[src/rtl/dmem_arb_pkg.sv]
`default_nettype none
// ============================================================================
// Module      : dmem_arb_pkg
// Description : Shared types and defaults for the data-RAM arbiter.
//               Arbiter states, default parameter values and a helper
//               that sizes the debug starvation counter.
// Revision    : 1.0 - initial release
// ============================================================================
package dmem_arb_pkg;

  // ARB_CPU   : CPU has priority, DBG gets idle cycles.
  // ARB_FORCE : single cycle in which a starved DBG request is forced in.
  typedef enum logic [0:0] {
    ARB_CPU   = 1'b0,
    ARB_FORCE = 1'b1
  } arb_state_t;

  localparam int DATA_W_DEF     = 32;
  localparam int ADDR_W_DEF     = 32;
  localparam int STARVE_MAX_DEF = 4;
  localparam int STAT_W_DEF     = 16;

  // The counter must be able to hold STARVE_MAX itself (it passes the
  // trigger value on the cycle it requests the forced grant).
  function automatic int starve_cnt_w(input int starve_max);
    return $clog2(starve_max) + 1;
  endfunction

endpackage
`default_nettype wire

[src/rtl/dmem_arb_stats.sv]
`default_nettype none
// ============================================================================
// Module      : dmem_arb_stats
// Description : Arbiter activity counters. Only built when the
//               DMEM_ARB_STATS_EN macro is defined; otherwise this file
//               contributes no module.
// Ports       : clk, rst (async, active-low)
//               cpu_acc    - CPU owned the RAM and accessed it this cycle
//               dbg_gnt    - DBG access performed this cycle
//               cpu_stall  - CPU was stalled this cycle
//               stat_cpu / stat_dbg / stat_stall - wrapping counters
// Revision    : 1.0 - initial release
// ============================================================================
`ifdef DMEM_ARB_STATS_EN
module dmem_arb_stats
  import dmem_arb_pkg::*;
#(
  parameter int STAT_W = STAT_W_DEF
) (
  input  logic              clk,
  input  logic              rst,
  input  logic              cpu_acc,
  input  logic              dbg_gnt,
  input  logic              cpu_stall,
  output logic [STAT_W-1:0] stat_cpu,
  output logic [STAT_W-1:0] stat_dbg,
  output logic [STAT_W-1:0] stat_stall
);

  logic [STAT_W-1:0] r_stat_cpu;
  logic [STAT_W-1:0] r_stat_dbg;
  logic [STAT_W-1:0] r_stat_stall;

  // Counters wrap naturally at 2^STAT_W.
  always_ff @(posedge clk or negedge rst) begin
    if (!rst) begin
      r_stat_cpu   <= '0;
      r_stat_dbg   <= '0;
      r_stat_stall <= '0;
    end else begin
      if (cpu_acc)   r_stat_cpu   <= r_stat_cpu   + STAT_W'(1);
      if (dbg_gnt)   r_stat_dbg   <= r_stat_dbg   + STAT_W'(1);
      if (cpu_stall) r_stat_stall <= r_stat_stall + STAT_W'(1);
    end
  end

  assign stat_cpu   = r_stat_cpu;
  assign stat_dbg   = r_stat_dbg;
  assign stat_stall = r_stat_stall;

endmodule
`endif
`default_nettype wire

[src/rtl/dmem_arbiter.sv]
`default_nettype none
// ============================================================================
// Module      : dmem_arbiter
// Description : Shares one data RAM (combinational read, separate read and
//               write address ports) between the CPU data port and a
//               debug/loader port. The CPU has priority; DBG uses CPU-idle
//               cycles. After STARVE_MAX consecutive denied DBG cycles the
//               DBG access is forced in for one cycle and the CPU stalls.
// Config      : `define DMEM_ARB_STATS_EN to build the statistics counters;
//               without it stat_* are tied to zero.
// Ports       : clk, rst (async, active-low)
//               cpu_re/cpu_we/cpu_raddr/cpu_waddr/cpu_wdata - CPU request
//               cpu_rdata  - RAM read data while the CPU owns the RAM, else 0
//               cpu_stall  - CPU must hold its pipeline this cycle
//               dbg_req/dbg_we/dbg_addr/dbg_wdata - DBG request (level)
//               dbg_gnt    - DBG access performed this cycle
//               dbg_rdata/dbg_rvalid - registered DBG read return
//               mem_re/mem_we/mem_raddr/mem_waddr/mem_wdata - to RAM
//               mem_rdata  - from RAM
//               stat_cpu/stat_dbg/stat_stall - statistics counters
// Revision    : 1.0 - initial release
// ============================================================================
module dmem_arbiter
  import dmem_arb_pkg::*;
#(
  parameter int DATA_W     = DATA_W_DEF,
  parameter int ADDR_W     = ADDR_W_DEF,
  parameter int STARVE_MAX = STARVE_MAX_DEF,
  parameter int STAT_W     = STAT_W_DEF
) (
  input  logic              clk,
  input  logic              rst,
  // CPU port
  input  logic              cpu_re,
  input  logic              cpu_we,
  input  logic [ADDR_W-1:0] cpu_raddr,
  input  logic [ADDR_W-1:0] cpu_waddr,
  input  logic [DATA_W-1:0] cpu_wdata,
  output logic [DATA_W-1:0] cpu_rdata,
  output logic              cpu_stall,
  // Debug / loader port
  input  logic              dbg_req,
  input  logic              dbg_we,
  input  logic [ADDR_W-1:0] dbg_addr,
  input  logic [DATA_W-1:0] dbg_wdata,
  output logic              dbg_gnt,
  output logic [DATA_W-1:0] dbg_rdata,
  output logic              dbg_rvalid,
  // RAM port
  output logic              mem_re,
  output logic              mem_we,
  output logic [ADDR_W-1:0] mem_raddr,
  output logic [ADDR_W-1:0] mem_waddr,
  output logic [DATA_W-1:0] mem_wdata,
  input  logic [DATA_W-1:0] mem_rdata,
  // Statistics
  output logic [STAT_W-1:0] stat_cpu,
  output logic [STAT_W-1:0] stat_dbg,
  output logic [STAT_W-1:0] stat_stall
);

  localparam int                 c_CNT_W   = starve_cnt_w(STARVE_MAX);
  localparam logic [c_CNT_W-1:0] c_CNT_LIM = c_CNT_W'(STARVE_MAX - 1);
  localparam logic [c_CNT_W-1:0] c_CNT_SAT = '1;

  arb_state_t         r_state;
  arb_state_t         w_state_nxt;
  logic [c_CNT_W-1:0] r_starve_cnt;
  logic [c_CNT_W-1:0] w_starve_nxt;

  logic               w_cpu_act;
  logic               w_dbg_own;
  logic               w_stall;

  logic [DATA_W-1:0]  r_dbg_rdata;
  logic               r_dbg_rvalid;

  assign w_cpu_act = cpu_re | cpu_we;

  // --------------------------------------------------------------------------
  // Arbitration FSM: state register
  // --------------------------------------------------------------------------
  always_ff @(posedge clk or negedge rst) begin
    if (!rst) begin
      r_state      <= ARB_CPU;
      r_starve_cnt <= '0;
    end else begin
      r_state      <= w_state_nxt;
      r_starve_cnt <= w_starve_nxt;
    end
  end

  // --------------------------------------------------------------------------
  // Arbitration FSM: next state, ownership and stall
  // The starve counter clears on every cycle that is not a denied DBG
  // request, so only an unbroken run of denials can trigger a forced grant.
  // --------------------------------------------------------------------------
  always_comb begin
    w_state_nxt  = ARB_CPU;
    w_starve_nxt = '0;
    w_dbg_own    = 1'b0;
    w_stall      = 1'b0;

    case (r_state)
      ARB_CPU: begin
        if (w_cpu_act) begin
          if (dbg_req) begin
            w_starve_nxt = (r_starve_cnt == c_CNT_SAT) ? r_starve_cnt
                                                       : r_starve_cnt + 1'b1;
            // This cycle is the STARVE_MAX-th denial: force DBG in next.
            if (r_starve_cnt >= c_CNT_LIM) begin
              w_state_nxt = ARB_FORCE;
            end
          end
        end else if (dbg_req) begin
          w_dbg_own = 1'b1;
        end
      end

      ARB_FORCE: begin
        // If DBG withdrew its request the CPU simply keeps the RAM.
        if (dbg_req) begin
          w_dbg_own = 1'b1;
          w_stall   = w_cpu_act;
        end
      end

      default: begin
        w_state_nxt = ARB_CPU;
      end
    endcase

    // Keep grant and stall quiet while reset is held, whatever the state.
    if (!rst) begin
      w_dbg_own = 1'b0;
      w_stall   = 1'b0;
    end
  end

  // --------------------------------------------------------------------------
  // RAM port mux: the owner drives the RAM with zero added latency.
  // --------------------------------------------------------------------------
  always_comb begin
    mem_re    = cpu_re;
    mem_we    = cpu_we;
    mem_raddr = cpu_raddr;
    mem_waddr = cpu_waddr;
    mem_wdata = cpu_wdata;

    if (w_dbg_own) begin
      mem_re    = ~dbg_we;
      mem_we    = dbg_we;
      mem_raddr = dbg_addr;
      mem_waddr = dbg_addr;
      mem_wdata = dbg_wdata;
    end

    if (!rst) begin
      mem_re = 1'b0;
      mem_we = 1'b0;
    end
  end

  assign cpu_rdata = w_dbg_own ? '0 : mem_rdata;
  assign cpu_stall = w_stall;
  assign dbg_gnt   = w_dbg_own;

  // --------------------------------------------------------------------------
  // DBG read return: captured at the end of the granted cycle, so rvalid
  // pulses in the following cycle. dbg_rdata holds until the next read.
  // --------------------------------------------------------------------------
  always_ff @(posedge clk or negedge rst) begin
    if (!rst) begin
      r_dbg_rdata  <= '0;
      r_dbg_rvalid <= 1'b0;
    end else begin
      r_dbg_rvalid <= w_dbg_own & ~dbg_we;
      if (w_dbg_own && !dbg_we) begin
        r_dbg_rdata <= mem_rdata;
      end
    end
  end

  assign dbg_rdata  = r_dbg_rdata;
  assign dbg_rvalid = r_dbg_rvalid;

  // --------------------------------------------------------------------------
  // Statistics
  // --------------------------------------------------------------------------
`ifdef DMEM_ARB_STATS_EN
  logic w_cpu_acc;

  // A CPU access counts only when it actually reached the RAM.
  assign w_cpu_acc = w_cpu_act & ~w_dbg_own;

  dmem_arb_stats #(
    .STAT_W (STAT_W)
  ) u_stats (
    .clk        (clk),
    .rst        (rst),
    .cpu_acc    (w_cpu_acc),
    .dbg_gnt    (w_dbg_own),
    .cpu_stall  (w_stall),
    .stat_cpu   (stat_cpu),
    .stat_dbg   (stat_dbg),
    .stat_stall (stat_stall)
  );
`else
  assign stat_cpu   = '0;
  assign stat_dbg   = '0;
  assign stat_stall = '0;
`endif

endmodule
`default_nettype wire

[config.mk]
export PLATFORM = sky130hd
export DESIGN_NAME = dmem_arbiter
export DESIGN_NICKNAME = d
export VERILOG_FILES = /design/src/rtl/dmem_arb_pkg.sv /design/src/rtl/dmem_arb_stats.sv /design/src/rtl/dmem_arbiter.sv
export SDC_FILE = /design/constraint.sdc
export NUM_CORES = 1
export LEC_CHECK = 0
export BUFFER_PORTS_ARGS = -buffer_cell sky130_fd_sc_hd__buf_2
export CORE_AREA = 2 2 159 161
export CTS_BUF_LIST = sky130_fd_sc_hd__clkbuf_8
export DETAILED_ROUTE_END_ITERATION = 16
export DIE_AREA = 0 0 161 163
export SETUP_SLACK_MARGIN = 0.05
export SLEW_MARGIN = 5
export SYNTH_ARGS = -nofsm -noshare
export SYNTH_HDL_FRONTEND = slang
export SYNTH_SLANG_ARGS = --single-unit
[constraint.sdc]
create_clock -name clk -period 3.55 [get_ports clk]
set_input_delay 0.1775 -clock clk [delete_from_list [all_inputs] [get_ports clk]]
set_output_delay 0.1775 -clock clk [all_outputs]
set_load 0.05 [all_outputs]
# After elaboration in Yosys (flattened, before gate mapping)
# Cells that the tools add are included.
# word_totals
wordCells,37
ff_bits,37
output_inout_bits,213
# classes
n_mux,23
n_eq_ne,2
add_sub_neg,1
n_reduce_logical,2
bitwise,4
magnitude_cmp,1
# op_table
operator,count
32-bit two-way mux,4
1-bit two-way mux,14
3-bit two-way mux,4
"4-bit inequality test, second input constant",1
"3-bit by 1-bit adder with 3-bit output, second input constant",1
"3-bit == test, second input constant",1
"3-bit by 2-bit greater-or-equal comparator with 1-bit output, second input constant",1
1-bit NOT,2
1-bit one-hot mux with 2 select lines,1
1-bit AND,1
1-bit logical AND,1
1-bit logical NOT,1
1-bit bitwise OR,1

# Depth between registers and ports, before layout
# Gate-level depths: netlist of the first run.
# depth
word_depth,6
ltp_mapped,6
ltp_nobuf,5

# Worst setup path before layout of the first run
# OpenSTA, ideal clock, no wires.
# synth_timing
path_kind,register to output
startpoint,register r_state
endpoint,output cpu_rdata[10]
path_buffers,2
slack_ns,1.964
stages_incl_launch_ff,6
arrival_ns,1.408
t_required_ns,3.372
cell_sequence,dfrtp_1 > o21bai_1 > nand3_2 > buf_6 > clkbuf_1 > and2_1
# synth_between
elab_chain_cells,4
# synth_lines
element,line,source
start: declaration,dmem_arbiter.sv:66,arb_state_t r_state;
start signal: assignment,dmem_arbiter.sv:88,r_state <= w_state_nxt;
1-bit NOT,-,
1-bit one-hot mux with 2 select lines *,dmem_arbiter.sv:104,case (r_state)
1-bit two-way mux *,dmem_arbiter.sv:134,if (!rst) begin
32-bit two-way mux *,dmem_arbiter.sv:164,assign cpu_rdata = w_dbg_own ? '0 : mem_rdata;
end: declaration,dmem_arbiter.sv:39,"output logic [DATA_W-1:0] cpu_rdata,"
# Mark *: on every way between the ends. The rest lies on a longest branch, timed or not.

# Worst setup path after layout of the first run
# layout_timing
startpoint,input rst
endpoint,output mem_raddr[23]
# layout_between
elab_chain_cells,2
# layout_lines
element,line,source
start: declaration,dmem_arbiter.sv:32,"input logic rst,"
1-bit two-way mux,dmem_arbiter.sv:134,
32-bit two-way mux,dmem_arbiter.sv:150,if (w_dbg_own) begin
end: declaration,dmem_arbiter.sv:52,"output logic [ADDR_W-1:0] mem_raddr,"
# Every way passes these cells.

==> results_dict.tcl, run 1 <==
set metrics [dict create \
    pin_count 411 \
    cts_tree "built" \
    fin_skew_ns 0.003774 \
    synth_area_leaders "mux2_4 (29%), dfrtp_1 (26%), mux2_2 (18%), buf_4 (11%), and2_1 (5.6%)" \
    arrival_ns 2.46 \
    critPathKind "primary input to output port" \
    rows 58 \
    antenna_left 0 \
    place_hpwl_um 10840 \
    ir_drop_v 0.0003696 \
    min_path_type "primary input to flop" \
    io_buffers 362 \
    cts-root-buf "clkbuf_8" \
    slew_viol_final 0 \
    grt_first_pass_wirelength_um 17750 \
    p_leak_nw 3.073 \
    die_h_um 163 \
    path_max_fanout 64 \
    fp.dieW_um 161 \
    avgSynthCellArea_um2 12.46 \
    antenna_cells 0 \
    crit_slowest_cell "buf_4" \
    start_util_pct 14.49 \
    die_area_um2 26240 \
    grt_max_degree 65 \
    crit_required_ns 3.37 \
    synth_enable_flop_cells 0 \
    insertion_delay_ns 0.29 \
    clockBufferDepth 2 \
    synth_top_area_share_pct 28.56 \
    syn_inst 287 \
    async_reset_ff_share_pct 100.0 \
    first_pass_iters 4 \
    drive_above_1_share_pct 78.42 \
    h-tree-depth 2 \
    num-nets-final 844 \
    start_kind "primary input" \
    finalCritPeriodShare_pct 74.34 \
    wl_per_cell_um 13.27 \
    tns_ns 0 \
    grt.overflow.total 0 \
    final_cell_count_no_fill 974 \
    yosys.cell_count.top_type "mux2_4" \
    yosysSeqAreaShare_pct 25.90 \
    track_usage_pct 8.789 \
    syn_to_final_growth_pct 55.93 \
    rsz0062_at_grt "false" \
    ys_ff_latch 37 \
    yosys.area.top_type "mux2_4" \
    slew_headroom_pct 39.62 \
    clkSlewWorstSetupHoldPaths_ns 0.08 \
    max_clock_freq_mhz 378.9 \
    synth_warnings 0 \
    cp_slowest_stage_delay_ns 0.67 \
    hold_viol_final 0 \
    synth_commonest_cells "mux2_4 (68), mux2_2 (58), buf_4 (50)" \
    viasPerCell 3.509 \
    vias 3418 \
    hold_slack_ns 0.1107 \
    powerDensity_nw_per_um2 420.5 \
    endpoint_kind "output port" \
    period_minus_slack_ns 2.639 \
    grt_pass1_vias 3244 \
    maxCapViolations 0 \
    drtIter0Drc 54 \
    routabilityCongestion 0.7055 \
    setup_ws_ns 0.9110 \
    coreArea_um2 24670 \
    cts.sinks 37 \
    drcViolationCount 0 \
    synth_area_um2 3575 \
    dpl.cell_count 965 \
    dp_slack_ns 1.319 \
    ys.flop_type "dfrtp_1" \
    wl_um 12930 \
    worstPathCellList "dlygate4sd3_1 > buf_2 > nand3_4 > buf_4 > mux2_2 > buf_2" \
    setup_viol 0 \
    ys_types 30 \
    numCtsBuffers 5 \
    crit_path_frequent_cell "buf_2" \
    antenna_found_initial 0 \
    status "finished, final reports clean" \
    max_slew.worst_pin.slew_ns 0.9057 \
]
-- routing by layer --
metal	wire length, um	vias to the layer above	GRT usage [%]
met3	1296	7	2.343
met5	0	-	0
met4	110	0	2.070
met2	6450	222	16.27
met1	5071	1578	10.05
li1	-	1611	-
-- layout by cell type (no fill, tap or decap) --
cell type / instances
buf_2: 362
mux2_4: 68
mux2_2: 58
conb_1: 48
dfrtp_1: 37
and2_1: 32
clkbuf_8: 7
nor2_1: 5
ha_1: 3
buf_4: 3
mux2_1: 2
o21bai_1: 1
nand3_4: 1
inv_4: 1
inv_1: 1
o21ba_2: 1
nand3b_1: 1
nor2_4: 1
o221a_2: 1
a21boi_0: 1
o21a_1: 1
o2111a_1: 1
nand2_1: 1
a211oi_1: 1
a21oi_1: 1
mux2i_1: 1
xor2_1: 1
clkinv_2: 1
dlygate4sd3_1: 1
buf_12: 1
-- where the power goes --
part / switching, W / total, W / internal [W] / leakage, nW
Clock: 0.000154 / 0.000329 / 0.000176 / 0.0542
Sequential: 0.0000502 / 0.000571 / 0.000521 / 0.459
Combinational: 0.00105 / 0.00144 / 0.000395 / 2.56
-- timing repair --
action	in CTS	in global routing
hold buffers	1	0
hold endpoints to repair	9	0
setup buffers	0	0
resized for setup	0	0
-- sequential cells by signal, summed over array words and instances (netlist names) --
| name | cells |
|---|---|
| dbg_rdata | 32 |
| r_state | 1 |
| r_starve_cnt | 3 |
| dbg_rvalid | 1 |
-- through the flow --
| step | power [W] | area (um2) | util [%] |
|---|---|---|---|
| 6_report | 0.002344 | 5574 | 22.59 |
| 5_1_grt | 0.002450 | 5574 | 22.59 |
| 4_1_cts | 0.002370 | 5574 | 22.59 |
| 3_5_place_dp | 0.002027 | 5463 | 22.14 |
| 3_3_place_gp | 0.002020 | 5463 | 22.14 |
| 2_1_floorplan | 0.001707 | 3751 | - |
-- kinds of logic (layout without fill, tap and decap cells) --
family | after synthesis | count (layout) | share of synthesized area [%]
buffers and inverters | 67 | 377 | 16.03
multiplexers | 129 | 129 | 47.74
adder cells (fa/ha/maj) | 3 | 3 | 1.050
AND/OR/NAND/NOR | 41 | 41 | 7.035
XOR/XNOR | 1 | 1 | 0.2451
AO/OA/AOI/OAI | 8 | 8 | 1.890
other | 1 | 48 | 0.1049
flip-flops | 37 | 37 | 25.90
-- worst paths after layout --
path	from	end	slack, ns	cells after the start
max	rst	mem_raddr[23]	0.91	6
min reg2reg	dbg_rdata[26]$_DFFE_PN0P_	dbg_rdata[26]$_DFFE_PN0P_	0.49	1
min	mem_rdata[27]	dbg_rdata[27]$_DFFE_PN0P_	0.11	2
max reg2reg	r_state$_DFF_PN0_	dbg_rdata[6]$_DFFE_PN0P_	1.65	4
max in group asynchronous	rst	r_starve_cnt[0]$_DFFE_PN0P_	2.51	3
min in group asynchronous	rst	dbg_rdata[22]$_DFFE_PN0P_	0.31	2
-- critical path: cells and delay by family --
family	cells	cell delay [ns]
and+or+nand+nor	1	0.14
muxes	1	0.41
buffers and inverters	4	1.64
-- final cells by class --
class	instances	area [um2]
clock buffer	7	96.34
clock inverter	1	5.005
fill	2729	19100
inverter	2	10.01
multi-input combinational	230	2260
sequential	37	925.9
tap	330	412.9
timing repair buffer	367	1864
Note: power is estimated with default switching activity, not from simulation.
==> run 2, diff against run 1 <==
CORE_AREA = 2 2 161 163   (was 2 2 159 161)
DIE_AREA = 0 0 163 165   (was 0 0 161 163)
clock period = 2.5 ns   (was 3.55 ns; I/O delays follow)
==> results_dict.tcl, run 2 (same netlist as run 1, synthesis figures left out) <==
set metrics [dict create \
    status "finished, final reports clean" \
    drcViolationCount 0 \
    num-nets-final 846 \
    largest_register_ffs 32 \
    place_hpwl_um 11990 \
    setup_viol 0 \
    cts_resized 0 \
    p_leak_nw 3.083 \
    clockBufferDepth 2 \
    wl_per_cell_um 14.25 \
    finalCritPeriodShare_pct 93.09 \
    start_util_pct 14.28 \
    rsz0062_at_grt "false" \
    ir_drop_v 0.0004877 \
    final_cell_count_no_fill 977 \
    io_buffers 362 \
    coreArea_um2 25040 \
    path_max_fanout 52 \
    wl_um 13920 \
    die_area_um2 26900 \
    cts_setup_buffers 0 \
    nFillCells 2740 \
    slew_headroom_pct 57.10 \
    grt.busiest_layer "met2" \
    first_pass_iters 4 \
    grt_first_pass_wirelength_um 18380 \
    min_path_cells 2 \
    reg2reg_depth 4 \
    grt_pass1_vias 3199 \
    final_common_cell "buf_2" \
    crit_required_ns 2.38 \
    slew_viol_final 0 \
    maxCapViolations 0 \
    antenna_left 0 \
    pwr-share-clk_pct 12.3 \
    routabilityCongestion 0.7949 \
    fin_skew_ns 0.01106 \
    p_total_w 0.003287 \
    reg2reg_slack_ns 1.07 \
    syn_to_final_growth_pct 56.18 \
    cts_tree "built" \
    clkSlewWorstSetupHoldPaths_ns 0.08 \
    p_switching_w 0.001798 \
    cts-root-buf "clkbuf_8" \
    hold_slack_ns 0.06831 \
    cts.sinks 37 \
    grtUsageMet1_pct 10.54 \
    tns_ns 0 \
    powerDensity_nw_per_um2 588.7 \
    pin_count 411 \
    max_slew.worst_pin.slew_ns 0.6435 \
    r2r_start "r_state$_DFF_PN0_" \
    viasPerCell 3.568 \
    r2r_end "dbg_rdata[7]$_DFFE_PN0P_" \
    dpl.cell_count 967 \
    min_path_type "primary input to flop" \
    die_h_um 165 \
    worstHoldEndpoint "dbg_rdata[19]$_DFFE_PN0P_" \
    track_usage_pct 9.168 \
    grtUsageMet3_pct 1.934 \
    hold_viol_final 0 \
    vias 3486 \
    start_kind "flop" \
    pwr-share-seq_pct 24.8 \
    h-tree-depth 2 \
    cellInternalPower_w 0.001489 \
    arrival_ns 2.20 \
    fp.dieW_um 163 \
    numCtsBuffers 5 \
    min_from "mem_rdata[19]" \
    switching_share_pct 54.69 \
    drtIter0Drc 71 \
    power_frac_comb_pct 62.9 \
    mostFrequentLayoutCells "buf_2 (362), mux2_4 (68), mux2_2 (58)" \
    endpoint_kind "output port" \
    rows 58 \
    grt.met2_usage_pct 16.97 \
    drive_above_1_share_pct 78.02 \
    grt.overflow.total 0 \
    max_clock_freq_mhz 429.7 \
    grt_max_degree 54 \
    insertion_delay_ns 0.30 \
    critPathKind "flop to output port" \
    cts_hold_buf 1 \
    period_minus_slack_ns 2.327 \
    antenna_found_initial 1 \
]
run 2: cell count changes in the layout (fill, tap and decap cells not counted), sizes merged:
cell / before / now
buf: 366 / 368
clkbuf: 7 / 5
diode: 0 / 1
inv: 2 / 5
clkinv: 1 / 0
run 2: power by group through the flow:
stage,clock [W],combinational [W],sequential (W)
6_report,0.000406,0.00207,0.000814
5_1_grt,0.000458,0.00215,0.000834
4_1_cts,0.000429,0.00208,0.000816
3_5_place_dp,0,0.00208,0.000820
3_3_place_gp,0,0.00207,0.000817
2_1_floorplan,0,0.00111,0.00131
run 2: area by class of cell:
cell class	count	area, um2	area share (%)
inverters	2	10.01	0.1793
multi-input cells	230	2260	40.48
clock inverters	3	11.26	0.2017
diodes	1	2.502	0.04482
well taps	330	412.9	7.396
flip-flops and latches	37	925.9	16.58
clock buffers	5	68.82	1.233
repair buffers	369	1892	33.89
run 2: worst max path at each step:
stage	from	end	slack, ns	cells after the start
after global routing	r_state$_DFF_PN0_	mem_raddr[25]	0.1	5
final	r_state$_DFF_PN0_	mem_raddr[25]	0.17	5
after detailed placement	r_state$_DFF_PN0_	mem_raddr[25]	0.52	5
after floorplan	r_state$_DFF_PN0_	cpu_rdata[10]	0.97	5
after global placement	r_state$_DFF_PN0_	mem_raddr[25]	0.57	5
after CTS	r_state$_DFF_PN0_	mem_raddr[25]	0.18	5
run 2: worst max-delay path, cell delays in order (launching register included):
cell	delay, ns
dfrtp_1	0.40
o21bai_1	0.20
nand3_4	0.12
buf_4	0.50
mux2_2	0.40
buf_2	0.21
run 2: metal layers:
layer,routed length [um],share of wire [%]
met2,7036,51
met4,196,1.4
met5,0,0
met3,1376,9.9
met1,5309,38
run 2: per-stage QoR:
stage	cell area, um2	utilization, %	setup slack [ns]
2_1_floorplan	3751	-	0.9668
3_3_place_gp	5490	21.93	0.5682
3_5_place_dp	5490	21.93	0.5237
4_1_cts	5580	22.29	0.1798
5_1_grt	5580	22.29	0.09750
6_report	5583	22.30	0.1727
==> run 3, diff against run 2 <==
CORE_AREA = 3 3 157 159   (was 2 2 161 163)
DIE_AREA = 0 0 160 162   (was 0 0 163 165)
==> results_dict.tcl, run 3 (same netlist as run 1, synthesis figures left out) <==
set metrics [dict create \
    reg2reg_depth 4 \
    wl_um 14730 \
    finalCritPeriodShare_pct 89.46 \
    rsz0062_at_grt "false" \
    antenna_cells 0 \
    hold_viol_final 0 \
    clkSlewWorstSetupHoldPaths_ns 0.08 \
    fp.dieW_um 160 \
    io_buffers 362 \
    grt_max_degree 65 \
    dpl_cell_area_um2 5497 \
    critPathKind "flop to output port" \
    crit_required_ns 2.38 \
    p_total_w 0.003285 \
    max_slew.worst_pin.slew_ns 0.5259 \
    routabilityCongestion 0.7292 \
    final_common_cell "buf_2" \
    cts_setup_buffers 0 \
    pwr-share-clk_pct 12.3 \
    arrival_ns 2.11 \
    cts-root-buf "clkbuf_8" \
    grt_pass1_vias 3463 \
    die_area_um2 25920 \
    status "finished, final reports clean" \
    cts_hold_buf 0 \
    r2r_end "dbg_rdata[5]$_DFFE_PN0P_" \
    final_area_um2 5579 \
    crit_path_start "r_state$_DFF_PN0_" \
    rows 56 \
    drcViolationCount 0 \
    r2r_start "r_state$_DFF_PN0_" \
    place_hpwl_um 12540 \
    pin_count 411 \
    drive_above_1_share_pct 78.48 \
    grt_first_pass_wirelength_um 20660 \
    antenna_left 0 \
    cts_resized 0 \
    first_pass_iters 4 \
    start_kind "flop" \
    track_usage_pct 10.30 \
    reg2reg_slack_ns 0.90 \
    numCtsBuffers 5 \
    coreArea_um2 23400 \
    cellInternalPower_w 0.001493 \
    drtIter0Drc 100 \
    min_path_type "primary input to async pin" \
    tns_ns 0 \
    slew_viol_final 0 \
    mostFrequentLayoutCells "buf_2 (362), mux2_4 (68), mux2_2 (58)" \
    grt.overflow.total 0 \
    fin_skew_ns 0.003512 \
    largest_register_ffs 32 \
    p_leak_nw 3.089 \
    syn_to_final_growth_pct 56.07 \
    viasPerCell 3.558 \
    wl_per_cell_um 15.26 \
    h-tree-depth 2 \
    switching_share_pct 54.55 \
    max_clock_freq_mhz 447.1 \
    pwr-share-seq_pct 24.8 \
    power_frac_comb_pct 62.9 \
    powerDensity_nw_per_um2 588.7 \
    path_max_fanout 26 \
    die_h_um 162 \
    p_switching_w 0.001792 \
    endpoint_kind "output port" \
    ir_drop_v 0.0003910 \
    antenna_found_initial 1 \
    period_minus_slack_ns 2.236 \
    cts_tree "built" \
    vias 3433 \
    maxCapViolations 0 \
    clockBufferDepth 2 \
    num-nets-final 846 \
    cts.sinks 37 \
    setup_viol 0 \
    insertion_delay_ns 0.29 \
    slew_headroom_pct 64.94 \
    start_util_pct 15.27 \
]
-- run 3: changes by cell type in the layout (fill, tap and decap cells not counted) --
cell	delta
inv_1	-2
clkinv_2	+2
dlygate4sd3_1	-1
diode_2	-1
buf_12	+1
-- run 3: cell type report --
| cell class | instances | area [um2] |
|---|---|---|
| multi-input cells | 230 | 2260 |
| repair buffers | 369 | 1902 |
| fillers | 2606 | 17820 |
| clock buffers | 5 | 68.82 |
| flip-flops and latches | 37 | 925.9 |
| clock inverters | 3 | 13.76 |
| well taps | 319 | 399.1 |
| inverters | 2 | 10.01 |
-- run 3: layer usage --
layer / share of wire [%] / up-vias / GRT usage, %
met4: 0.75 / 2 / 2.130
li1: - / 1627 / -
met3: 10 / 9 / 3.392
met1: 37 / 1569 / 11.22
met5: 0.088 / - / 0
met2: 52 / 226 / 19.47
-- run 3: metrics by stage --
step | worst slack (ns) | std cells | hold WS (ns) | util [%]
global placement | 0.5623 | 957 | 0.3592 | 23.49
finish | 0.2635 | 965 | 0.001303 | 23.84
global route | 0.1176 | 965 | 0.05855 | 23.84
CTS | 0.1901 | 965 | 0.03145 | 23.84
floorplan | 0.9668 | 334 | -0.1706 | -
detailed placement | 0.5293 | 957 | 0.3642 | 23.49
-- run 3: critical path, cell delays in order, from the launching register on --
cell and delay, ns:
dfrtp_1 0.38, o21bai_1 0.17, nand3_4 0.13, inv_4 0.27, buf_12 0.27, mux2_2 0.37, buf_2 0.21
-- run 3: how the worst max path moves through the flow --
| stage | endpoint | slack (ns) |
|---|---|---|
| after floorplan | cpu_rdata[10] | 0.97 |
| after global placement | mem_wdata[31] | 0.56 |
| after detailed placement | mem_wdata[2] | 0.53 |
| after CTS | mem_wdata[2] | 0.19 |
| after global routing | mem_wdata[2] | 0.12 |
| final | mem_wdata[3] | 0.26 |
-- run 3: power by group through the flow --
| stage | registers, W | logic, W | clock network [W] |
|---|---|---|---|
| 2_1_floorplan | 0.00131 | 0.00111 | 0 |
| 3_3_place_gp | 0.000820 | 0.00208 | 0 |
| 3_5_place_dp | 0.000824 | 0.00208 | 0 |
| 4_1_cts | 0.000818 | 0.00208 | 0.000434 |
| 5_1_grt | 0.000834 | 0.00215 | 0.000456 |
| 6_report | 0.000814 | 0.00207 | 0.000404 |
